--- src/rtl/td4_prog_loader.sv ---
// TD4 program loader: encodes mnemonic/immediate pairs into a 16x8 program memory and holds the core in reset until loading ends.
// Optional running checksum of written words when TD4_LOADER_CHECKSUM_EN is defined.
module td4_prog_loader (
  input  logic       clk,
  input  logic       rst_n,
  input  logic       start,
  input  logic       in_valid,
  output logic       in_ready,
  input  logic [3:0] in_mn,
  input  logic [3:0] in_imm,
  input  logic       in_last,
  input  logic [3:0] rd_addr,
  output logic [7:0] rd_data,
  output logic       cpu_rst_n,
  output logic [4:0] wr_count,
  output logic       err,
  output logic [7:0] chk
);

  typedef enum logic [1:0] {IDLE, LOAD, RUN} state_t;

  state_t      state_reg, state_next;
  logic [3:0]  addr_reg;
  logic [4:0]  wr_count_reg;
  logic        err_reg;
  logic [7:0]  mem [16];

  logic        legal;
  logic [3:0]  opcode;
  logic [3:0]  imm_enc;
  logic [7:0]  word;
  logic        hs;
  logic        wr_en;
  logic        sess_end;

  // Mnemonic decode; register-only forms carry a zero immediate.
  always_comb begin
    legal   = 1'b1;
    opcode  = in_mn;
    imm_enc = in_imm;
    case (in_mn)
      4'd0, 4'd3, 4'd5, 4'd7: ;
      4'd1, 4'd2, 4'd4, 4'd6: imm_enc = 4'h0;
      4'd8: begin
        opcode  = 4'b1001;
        imm_enc = 4'h0;
      end
      4'd9:  opcode = 4'b1011;
      4'd10: opcode = 4'b1110;
      4'd11: opcode = 4'b1111;
      default: begin
        legal  = 1'b0;
        opcode = 4'h0;
      end
    endcase
  end

  assign word      = {opcode, imm_enc};
  assign in_ready  = (state_reg == LOAD);
  assign cpu_rst_n = (state_reg == RUN);
  // A pair presented alongside start belongs to the abandoned session.
  assign hs        = in_valid & in_ready & ~start;
  assign wr_en     = hs & legal;
  assign sess_end  = hs & (in_last | (legal & (wr_count_reg == 5'd15)));

  always_comb begin
    state_next = state_reg;
    if (start) begin
      state_next = LOAD;
    end else if ((state_reg == LOAD) && sess_end) begin
      state_next = RUN;
    end
  end

  always_ff @(posedge clk or negedge rst_n) begin
    if (!rst_n) begin
      state_reg    <= IDLE;
      addr_reg     <= 4'h0;
      wr_count_reg <= 5'd0;
      err_reg      <= 1'b0;
    end else begin
      state_reg <= state_next;
      if (start) begin
        addr_reg     <= 4'h0;
        wr_count_reg <= 5'd0;
        err_reg      <= 1'b0;
      end else if (hs) begin
        if (legal) begin
          addr_reg     <= addr_reg + 4'd1;
          wr_count_reg <= wr_count_reg + 5'd1;
        end else begin
          err_reg <= 1'b1;
        end
      end
    end
  end

  // Reset clears every word so an unloaded core executes ADD A,0 no-ops.
  always_ff @(posedge clk or negedge rst_n) begin
    if (!rst_n) begin
      for (int i = 0; i < 16; i++) begin
        mem[i] <= 8'h00;
      end
    end else if (wr_en) begin
      mem[addr_reg] <= word;
    end
  end

  assign rd_data  = mem[rd_addr];
  assign wr_count = wr_count_reg;
  assign err      = err_reg;

`ifdef TD4_LOADER_CHECKSUM_EN
  logic [7:0] chk_reg;

  always_ff @(posedge clk or negedge rst_n) begin
    if (!rst_n) begin
      chk_reg <= 8'h00;
    end else if (start) begin
      chk_reg <= 8'h00;
    end else if (wr_en) begin
      chk_reg <= chk_reg + word;
    end
  end

  assign chk = chk_reg;
`else
  assign chk = 8'h00;
`endif

endmodule

--- config.mk ---
export PLATFORM = sky130hd
export DESIGN_NAME = td4_prog_loader
export DESIGN_NICKNAME = d
export VERILOG_FILES = /design/src/rtl/td4_prog_loader.sv
export SDC_FILE = /design/constraint.sdc
export NUM_CORES = 1
export LEC_CHECK = 0
export ABC_AREA = 1
export CAP_MARGIN = 20
export CELL_PAD_IN_SITES_DETAIL_PLACEMENT = 0
export CELL_PAD_IN_SITES_GLOBAL_PLACEMENT = 2
export CORE_MARGIN = 3
export CORE_UTILIZATION = 36
export CTS_BUF_LIST = sky130_fd_sc_hd__clkbuf_8
export CTS_CLUSTER_SIZE = 10
export DETAILED_ROUTE_END_ITERATION = 10
export GPL_ROUTABILITY_DRIVEN = 0
export PLACE_DENSITY_LB_ADDON = 0.1
export SLEW_MARGIN = 20
export SYNTH_ARGS = -nofsm -noshare
export SYNTH_HDL_FRONTEND = slang
export SYNTH_SLANG_ARGS = --single-unit
--- constraint.sdc ---
create_clock -name clk -period 1.6 [get_ports clk]
set_input_delay 0.16 -clock clk [delete_from_list [all_inputs] [get_ports clk]]
set_output_delay 0.16 -clock clk [all_outputs]
set_load 0.02 [all_outputs]
==> results of run 1 <==
-- worst min-delay path by stage --
stage	depth (start not counted)	slack [ns]	to	start
after floorplan	0	-0.14	addr_reg[0]$_DFFE_PN0P_	rst_n
after global placement	1	0.12	mem[103]$_DFFE_PN0P_	rst_n
after detailed placement	1	0.11	mem[126]$_DFFE_PN0P_	rst_n
after CTS	2	0.19	mem[126]$_DFFE_PN0P_	rst_n
after global routing	2	0.20	mem[126]$_DFFE_PN0P_	rst_n
final	2	0.18	mem[126]$_DFFE_PN0P_	rst_n
-- routing by layer --
metal,global-route usage [%],up-vias,part of all wire (%)
li1,-,3330,-
met1,29.1,3095,48
met2,34.1,122,47
met3,3.88,22,3.5
met4,4.16,0,1.4
met5,0,-,0
-- metrics by stage --
step           setup TNS, ns  instance area (um2)  hold WS, ns
6_report                   0                 9710        0.176
4_1_cts               -0.111                 9280        0.186
3_5_place_dp          -17.08                 8720        0.115
2_1_floorplan              0                 7480       -0.136
5_1_grt               -0.710                 9710        0.196
3_3_place_gp          -16.83                 8720        0.117
-- kinds of logic after synthesis --
kind of cell | Yosys count | synth area share (%)
AND/OR/NAND/NOR | 604 | 34.2
buffers and inverters | 202 | 11.8
flip-flops | 140 | 47.0
AO/OA/AOI/OAI | 81 | 5.86
adder cells (fa/ha/maj) | 6 | 1.01
XOR/XNOR | 1 | 0.118
other | 1 | 0.0503
-- where the power goes --
part | switching [uW] | internal, uW
registers | 188 | 3910
logic | 1300 | 863
clock network | 1570 | 1570
-- cell usage after synthesis (all sizes together) --
cell	n
o21a	1
a21oi	5
nand2	445
nand4	17
xor2	1
nand3	112
ha	6
and3	1
buf	40
or2	1
nor2	28
a21boi	4
o22ai	1
conb	1
clkbuf	26
inv	136
a21o	1
o21ai	69
dfrtp	140
-- final cells by class --
cell class,count,share of cell area [%]
sequential,140,36.1
inverter,136,5.26
clock buffer,17,2.41
clock inverter,14,1.92
tap,270,3.48
timing repair buffer,119,14.9
multi-input combinational,700,35.9
-- timing repair --
item / CTS / global route
pin swaps: 23 / 44
hold endpoints to repair: 66 / 0
endpoints found under the setup margin: 16 / 107
hold buffers: 1 / 0
setup buffers: 3 / 8
gates cloned: 0 / 3
gates resized for setup: 96 / 92
==> metrics.yaml, run 1 <==
sta:
  fin_crit_ns: 1.59
  fin_crit_sh_pct: 99.1
  hold_viol: 0
  skew_ns: 0.0162
  clock.fmax_mhz: 631
  slew_violations: 0
  grt_setup_unrepaired: "yes"
  setup_viol: 0
  final.setup.worst_slack_ns: 0.0146
die:
  initial_core_util_pct: 36.7
  die_w_um: 150
  core_um2: 20300
  std_cell_rows: 52
  io_pins: 41
  die_area_um2: 22500
  die_h_um: 150
logic_synthesis:
  yosys.area.top_type: "dfrtp_1"
  ys_types: 29
  synth_area_um2: 7450
  ys_warn_count: 0
  synth-seq-area-share_pct: 47.0
  avgSynthCellArea_um2: 7.20
  synth_top_area_share_pct: 47.0
  synth_cells: 1035
  synth.area.top_cells: "dfrtp_1, nand2_1, nand3_1"
  synth.ff_latch_count: 140
global_routing:
  grtUsageTotal_pct: 20.9
  grt_max_degree: 41
  antenna_found_initial: 0
  grt_first_pass_wirelength_um: 36100
  grt_pass1_vias: 6393
  grt_overflow: 0
final_layout:
  diodes: 0
  multi_input_area_um2: 3480
  seqCellArea_um2: 3510
  drive_above_1_share_pct: 24.1
  nFillCells: 2099
  fin_nets: 1137
  largest_register_ffs: 128
  fin_cells: 1396
  final_cell_mix: "nand2_1, dfrtp_1, inv_1"
  area_growth_pct: 30.3
  final_util_pct: 47.8
  final_common_cell: "nand2_1"
pwr:
  ir_drop_mv: 0.674
  total_power_uw: 9400
  leakage_uw: 0.00482
  powerDensity_nw_per_um2: 969
drt:
  ant_nets: 0
  wire_per_inst_um: 16.4
  num_vias: 6569
  vias_per_cell: 4.71
  drc_errors: 0
  dr.first_iter.drc_count: 343
  firstDrtPassIters: 5
  drt_wl_total_um: 22900
setup_path:
  r2r_end: "mem[42]$_DFFE_PN0P_"
  slowest_delay_ns: 0.38
  setup.worst_path.start: "mem[88]$_DFFE_PN0P_"
  cp.depth: 7
  reg2reg_slack_ns: 0.08
  path_common_cell: "nand3_2"
  reg2reg_from: "state_reg[1]$_DFFE_PN0P_"
  reg2reg_depth: 8
  crit_end: "rd_data[0]"
  critPathMaxFanout: 2
  critical_path.startpoint_type: "flop"
  critPathCaptureType: "output pin"
  arrival_ns: 1.43
  crit_chain: "inv_1 > nand2_1 > nand3_1 > nand3_2 > nand3_2 > nand2_2 > buf_6"
  cp_data_required_time_ns: 1.44
  critPathTopFamily: "simple AND/OR/NAND/NOR gates"
  crit_type: "flop to output pin"
  slowest_stage: "dfrtp_1"
  cp_num_buf_inv: 2
placed_design:
  dpl.cell_count: 1350
  hpwlAfterDp_um: 15100
  port_buffers: 32
  post-place-ws_ns: -0.590
hold_path:
  hold_path.class: "input pin to asynchronous set/reset pin"
clocking:
  numCtsBuffers: 17
  cts.sinks: 140
  cts.path.max_buffers: 2
  clock_latency_ns: 0.46
  cts.htree.levels: 4
  cts_tree: "yes"
  clk_pin_slew_ns: 0.10
  clock-root-buffer: "clkbuf_8"
outcome:
  status: "completed"
run:
  maxCapViolations: 0
Note: power is estimated with default switching activity, not from simulation.
==> inputs of run 2 (changes only) <==
--- a/config.mk
+++ b/config.mk
@@ -16,6 +16,7 @@
 export DETAILED_ROUTE_END_ITERATION = 10
 export GPL_ROUTABILITY_DRIVEN = 0
 export PLACE_DENSITY_LB_ADDON = 0.1
+export REMOVE_ABC_BUFFERS = 1
 export SLEW_MARGIN = 20
 export SYNTH_ARGS = -nofsm -noshare
 export SYNTH_HDL_FRONTEND = slang
==> metrics.yaml, run 2 (same netlist as run 1, synthesis figures left out) <==
outcome:
  status: "finished with violations"
  violations: "negative setup slack"
drt:
  ant_nets: 0
  firstDrtPassIters: 6
  dr.first_iter.drc_count: 475
  wire_per_inst_um: 16.9
  vias_per_cell: 4.74
  drc_errors: 0
  num_vias: 6839
  drt_wl_total_um: 24400
pwr:
  switchingPower_uw: 3020
  pwr-share-comb_pct: 23.7
  internal_power_uw: 6750
  leakage_uw: 0.00511
  powerDensity_nw_per_um2: 953
  p_clk_share_pct: 34.5
  pwr-share-seq_pct: 41.8
  swShare_pct: 30.9
  total_power_uw: 9770
  ir_drop_mv: 0.495
die:
  die_h_um: 150
  die_w_um: 150
  die_area_um2: 22500
  core_um2: 20300
  std_cell_rows: 52
  io_pins: 41
  initial_core_util_pct: 36.7
final_layout:
  diodes: 0
  largest_register_ffs: 128
  area_growth_pct: 37.6
  seqCellArea_um2: 3500
  fin_nets: 1183
  multi_input_area_um2: 3540
  drive_above_1_share_pct: 28.6
  final_common_cell: "nand2_1"
  nFillCells: 2002
  final_cell_mix: "nand2_1, dfrtp_1, inv_1"
clocking:
  clk_pin_slew_ns: 0.09
  cts.sinks: 140
  cts.path.max_buffers: 2
  cts_tree: "yes"
  numCtsBuffers: 17
  clock-root-buffer: "clkbuf_8"
  cts.htree.levels: 4
  clock_latency_ns: 0.46
setup_path:
  cp_data_required_time_ns: 1.44
  critical_path.startpoint_type: "flop"
  r2r_end: "mem[5]$_DFFE_PN0P_"
  crit_type: "flop to output pin"
  arrival_ns: 1.44
  reg2reg_from: "state_reg[1]$_DFFE_PN0P_"
  critPathMaxFanout: 2
  critPathCaptureType: "output pin"
  reg2reg_slack_ns: 0.02
  reg2reg_depth: 8
global_routing:
  grt_pass1_vias: 6466
  grt_first_pass_wirelength_um: 37700
  grt_overflow: 0
  grt_max_degree: 42
  antenna_found_initial: 0
  grtUsageTotal_pct: 22.2
sta:
  skew_ns: 0.00904
  slew_violations: 0
  grt_setup_unrepaired: "yes"
  final.setup.worst_slack_ns: -0.00471
  fin_crit_sh_pct: 100
  clock.fmax_mhz: 623
  setup_viol: 3
  final.setup.tns_ns: -0.00793
  hold_viol: 0
  fin_crit_ns: 1.60
placed_design:
  port_buffers: 32
  hpwlAfterDp_um: 16200
hold_path:
  hold_path.class: "input pin to asynchronous set/reset pin"
run:
  maxCapViolations: 0
-- run 2: cell types whose count changed in the layout (fill, tap and decap cells not counted), sizes merged --
cell         delta
buf            +45
inv             -4
clkbuf          +5
dlygate4sd2     -1
clkinv          +1
bufinv          +1
-- run 2: timing repair --
item                                   CTS  global route
gates cloned                             0             3
setup endpoints to repair               16            44
pin swaps                               39            31
setup buffers                           18            10
endpoints found under the hold margin  140             0
hold buffers                             1             0
gates resized for setup                111           100
-- run 2: worst max-delay path by stage --
stage | start | depth (start not counted) | endpoint
floorplan | state_reg[1]$_DFFE_PN0P_ | 6 | mem[100]$_DFFE_PN0P_
global placement | rd_addr[1] | 8 | rd_data[7]
detailed placement | rd_addr[1] | 9 | rd_data[5]
CTS | mem[23]$_DFFE_PN0P_ | 7 | rd_data[7]
global route | mem[97]$_DFFE_PN0P_ | 7 | rd_data[1]
finish | mem[65]$_DFFE_PN0P_ | 7 | rd_data[1]
-- run 2: cell type report --
cell class,count,share of cell area (%)
Sequential cell,140,34.2
Clock buffer,20,2.68
Multi-Input combinational cell,700,34.5
Clock inverter,12,1.81
Inverter,136,4.98
Tap cell,270,3.29
Timing Repair Buffer,165,18.6
-- run 2: layer usage --
metal  wire length, um  track usage [%]  vias up
met5                 0                0        -
met4               265             5.12        0
met3              1020             4.15       17
met2             11100             34.0      145
met1             12000             32.7     3265
li1                  -                -     3412
-- run 2: power by group through the flow --
stage | clock network (uW) | logic [uW] | registers (uW)
after floorplan | 0 | 948 | 4100
after global placement | 0 | 2010 | 4120
after detailed placement | 0 | 2000 | 4120
after CTS | 3450 | 2130 | 4060
after global routing | 3600 | 2560 | 4130
final | 3370 | 2320 | 4080
-- run 2: through the flow --
stage	instance area (um2)	hold slack [ns]	worst slack, ns	utilization (%)	cells
global route	10300	0.136	-0.112	50.5	1443
detailed placement	9050	0.0582	-0.659	44.6	1379
finish	10300	0.133	-0.00471	50.5	1443
global placement	9050	0.0558	-0.673	44.6	1379
CTS	9810	0.115	-0.101	48.3	1430
floorplan	7110	-0.136	-0.201	-	976
-- run 2: critical path: stages (launching register included) --
cell     delay (ns)
dfrtp_1        0.41
inv_1          0.06
nand2_1        0.04
nand3_1        0.10
nand3_1        0.10
nand3_2        0.09
nand2_2        0.06
buf_6          0.13
==> inputs of run 3 (changes only) <==
--- a/config.mk
+++ b/config.mk
@@ -15,8 +15,7 @@
 export CTS_CLUSTER_SIZE = 10
 export DETAILED_ROUTE_END_ITERATION = 10
 export GPL_ROUTABILITY_DRIVEN = 0
-export PLACE_DENSITY_LB_ADDON = 0.1
-export REMOVE_ABC_BUFFERS = 1
+export PLACE_DENSITY = 0.85
 export SLEW_MARGIN = 20
 export SYNTH_ARGS = -nofsm -noshare
 export SYNTH_HDL_FRONTEND = slang
==> metrics.yaml, run 3 (same netlist as run 1, synthesis figures left out) <==
sta:
  final.setup.tns_ns: 0
  setup_viol: 0
  fin_crit_sh_pct: 99.5
  skew_ns: 0.0110
  hold_viol: 0
  fin_crit_ns: 1.59
  slew_violations: 0
  clock.fmax_mhz: 628
  holdWs_ns: 0.171
  grt_setup_unrepaired: "yes"
pwr:
  switchingPower_uw: 2990
  powerDensity_nw_per_um2: 971
  ir_drop_mv: 0.503
  leakage_uw: 0.00501
  pwr-share-comb_pct: 23.4
  pwr-share-seq_pct: 42.0
  p_clk_share_pct: 34.6
  internal_power_uw: 6780
  swShare_pct: 30.6
clocking:
  cts.path.max_buffers: 2
  clk_pin_slew_ns: 0.09
  clock_latency_ns: 0.46
  numCtsBuffers: 17
  clock-root-buffer: "clkbuf_8"
  cts.sinks: 140
  cts_tree: "yes"
  cts.htree.levels: 4
run:
  maxCapViolations: 0
drt:
  num_vias: 6790
  drc_errors: 0
  wire_per_inst_um: 15.8
  dr.first_iter.drc_count: 396
  vias_per_cell: 4.77
  ant_nets: 0
  firstDrtPassIters: 4
  drt_wl_total_um: 22500
setup_path:
  critPathCaptureType: "flop"
  critical_path.startpoint_type: "flop"
  cp_num_buf_inv: 3
  reg2reg_from: "state_reg[1]$_DFFE_PN0P_"
  slowest_delay_ns: 0.41
  crit_type: "flop to flop"
  path_common_cell: "nor2_4"
  setup.worst_path.start: "state_reg[1]$_DFFE_PN0P_"
  critPathMaxFanout: 8
  slowest_stage: "dfrtp_1"
  crit_chain: "inv_2 > nand3_4 > nor2_4 > nand2_4 > clkbuf_16 > nor2_4 > buf_6 > nand2_2 > o21ai_1"
  cp_data_required_time_ns: 1.98
  critPathTopFamily: "simple AND/OR/NAND/NOR gates"
  arrival_ns: 1.97
  cp.depth: 9
  reg2reg_depth: 9
die:
  die_w_um: 150
  die_h_um: 150
  core_um2: 20300
  std_cell_rows: 52
  initial_core_util_pct: 36.7
  io_pins: 41
  die_area_um2: 22500
final_layout:
  area_growth_pct: 34.9
  multi_input_area_um2: 3620
  fin_cells: 1423
  largest_register_ffs: 128
  diodes: 0
  drive_above_1_share_pct: 29.5
  finish.instance_area_um2: 10100
  final_common_cell: "nand2_1"
  nFillCells: 2057
  final_cell_mix: "nand2_1, dfrtp_1, inv_1"
  final_util_pct: 49.5
  seqCellArea_um2: 3510
  fin_nets: 1164
global_routing:
  grt_max_degree: 43
  grt_pass1_vias: 6651
  grt_overflow: 0
  grt_first_pass_wirelength_um: 35800
  grtUsageTotal_pct: 20.6
  antenna_found_initial: 0
placed_design:
  placed_area_um2: 8680
  port_buffers: 32
  dpl.cell_count: 1353
  hpwlAfterDp_um: 14900
hold_path:
  hold_path.class: "input pin to asynchronous set/reset pin"
outcome:
  status: "completed"
run 3: cell count changes in the layout (fill, tap and decap cells not counted), moves of 4 or more:
cell	delta
buf_12	-14
nor2_2	-4
buf_6	+16
nand2_1	-16
nor2_4	+5
buf_4	-22
o21ai_0	-17
o21ai_1	+14
nand2_2	+18
run 3: layout make-up:
| cell class | instances | area share (%) |
|---|---|---|
| Clock buffer | 19 | 2.60 |
| Clock inverter | 12 | 1.93 |
| Inverter | 136 | 5.08 |
| Multi-Input combinational cell | 701 | 36.0 |
| Sequential cell | 140 | 34.9 |
| Tap cell | 270 | 3.36 |
| Timing Repair Buffer | 145 | 16.2 |
run 3: per-stage QoR:
step,setup WS [ns],total power [uW]
after floorplan,0.134,5150
after global placement,-0.549,6080
after detailed placement,-0.552,6090
after CTS,-0.101,9610
after global routing,-0.0936,10300
final,0.00816,9770
run 3: path summary, 6_finish.rpt:
path / to / slack [ns]
setup / recovery: mem[7]$_DFFE_PN0P_ / 0.008
hold / removal: mem[55]$_DFFE_PN0P_ / 0.17
setup reg to reg: mem[7]$_DFFE_PN0P_ / 0.008
hold reg to reg: mem[18]$_DFFE_PN0P_ / 0.48
max in group asynchronous: mem[90]$_DFFE_PN0P_ / 0.86
min in group clk: err$_DFFE_PN0P_ / 0.38
run 3: power by group through the flow:
stage,Sequential (uW),Combinational [uW],Clock [uW]
CTS,4080,2080,3460
detailed placement,4130,1950,0
finish,4100,2280,3380
floorplan,4100,1040,0
global placement,4130,1950,0
global route,4150,2520,3620
run 3: repair_timing:
| item | CTS | global route |
|---|---|---|
| buffers inserted | 21 | 12 |
| endpoints found under the setup margin | 25 | 95 |
| resized for setup | 82 | 195 |
| gates cloned | 0 | 5 |
| hold buffers | 1 | 0 |
| pin swaps | 32 | 39 |
| hold endpoints to repair | 140 | 0 |
run 3: per-layer routing:
metal	up-vias	GRT usage [%]	wire length (um)
li1	3383	-	-
met1	3254	28.5	10800
met2	121	33.3	10500
met3	32	3.85	681
met4	0	5.49	403
met5	-	0	0
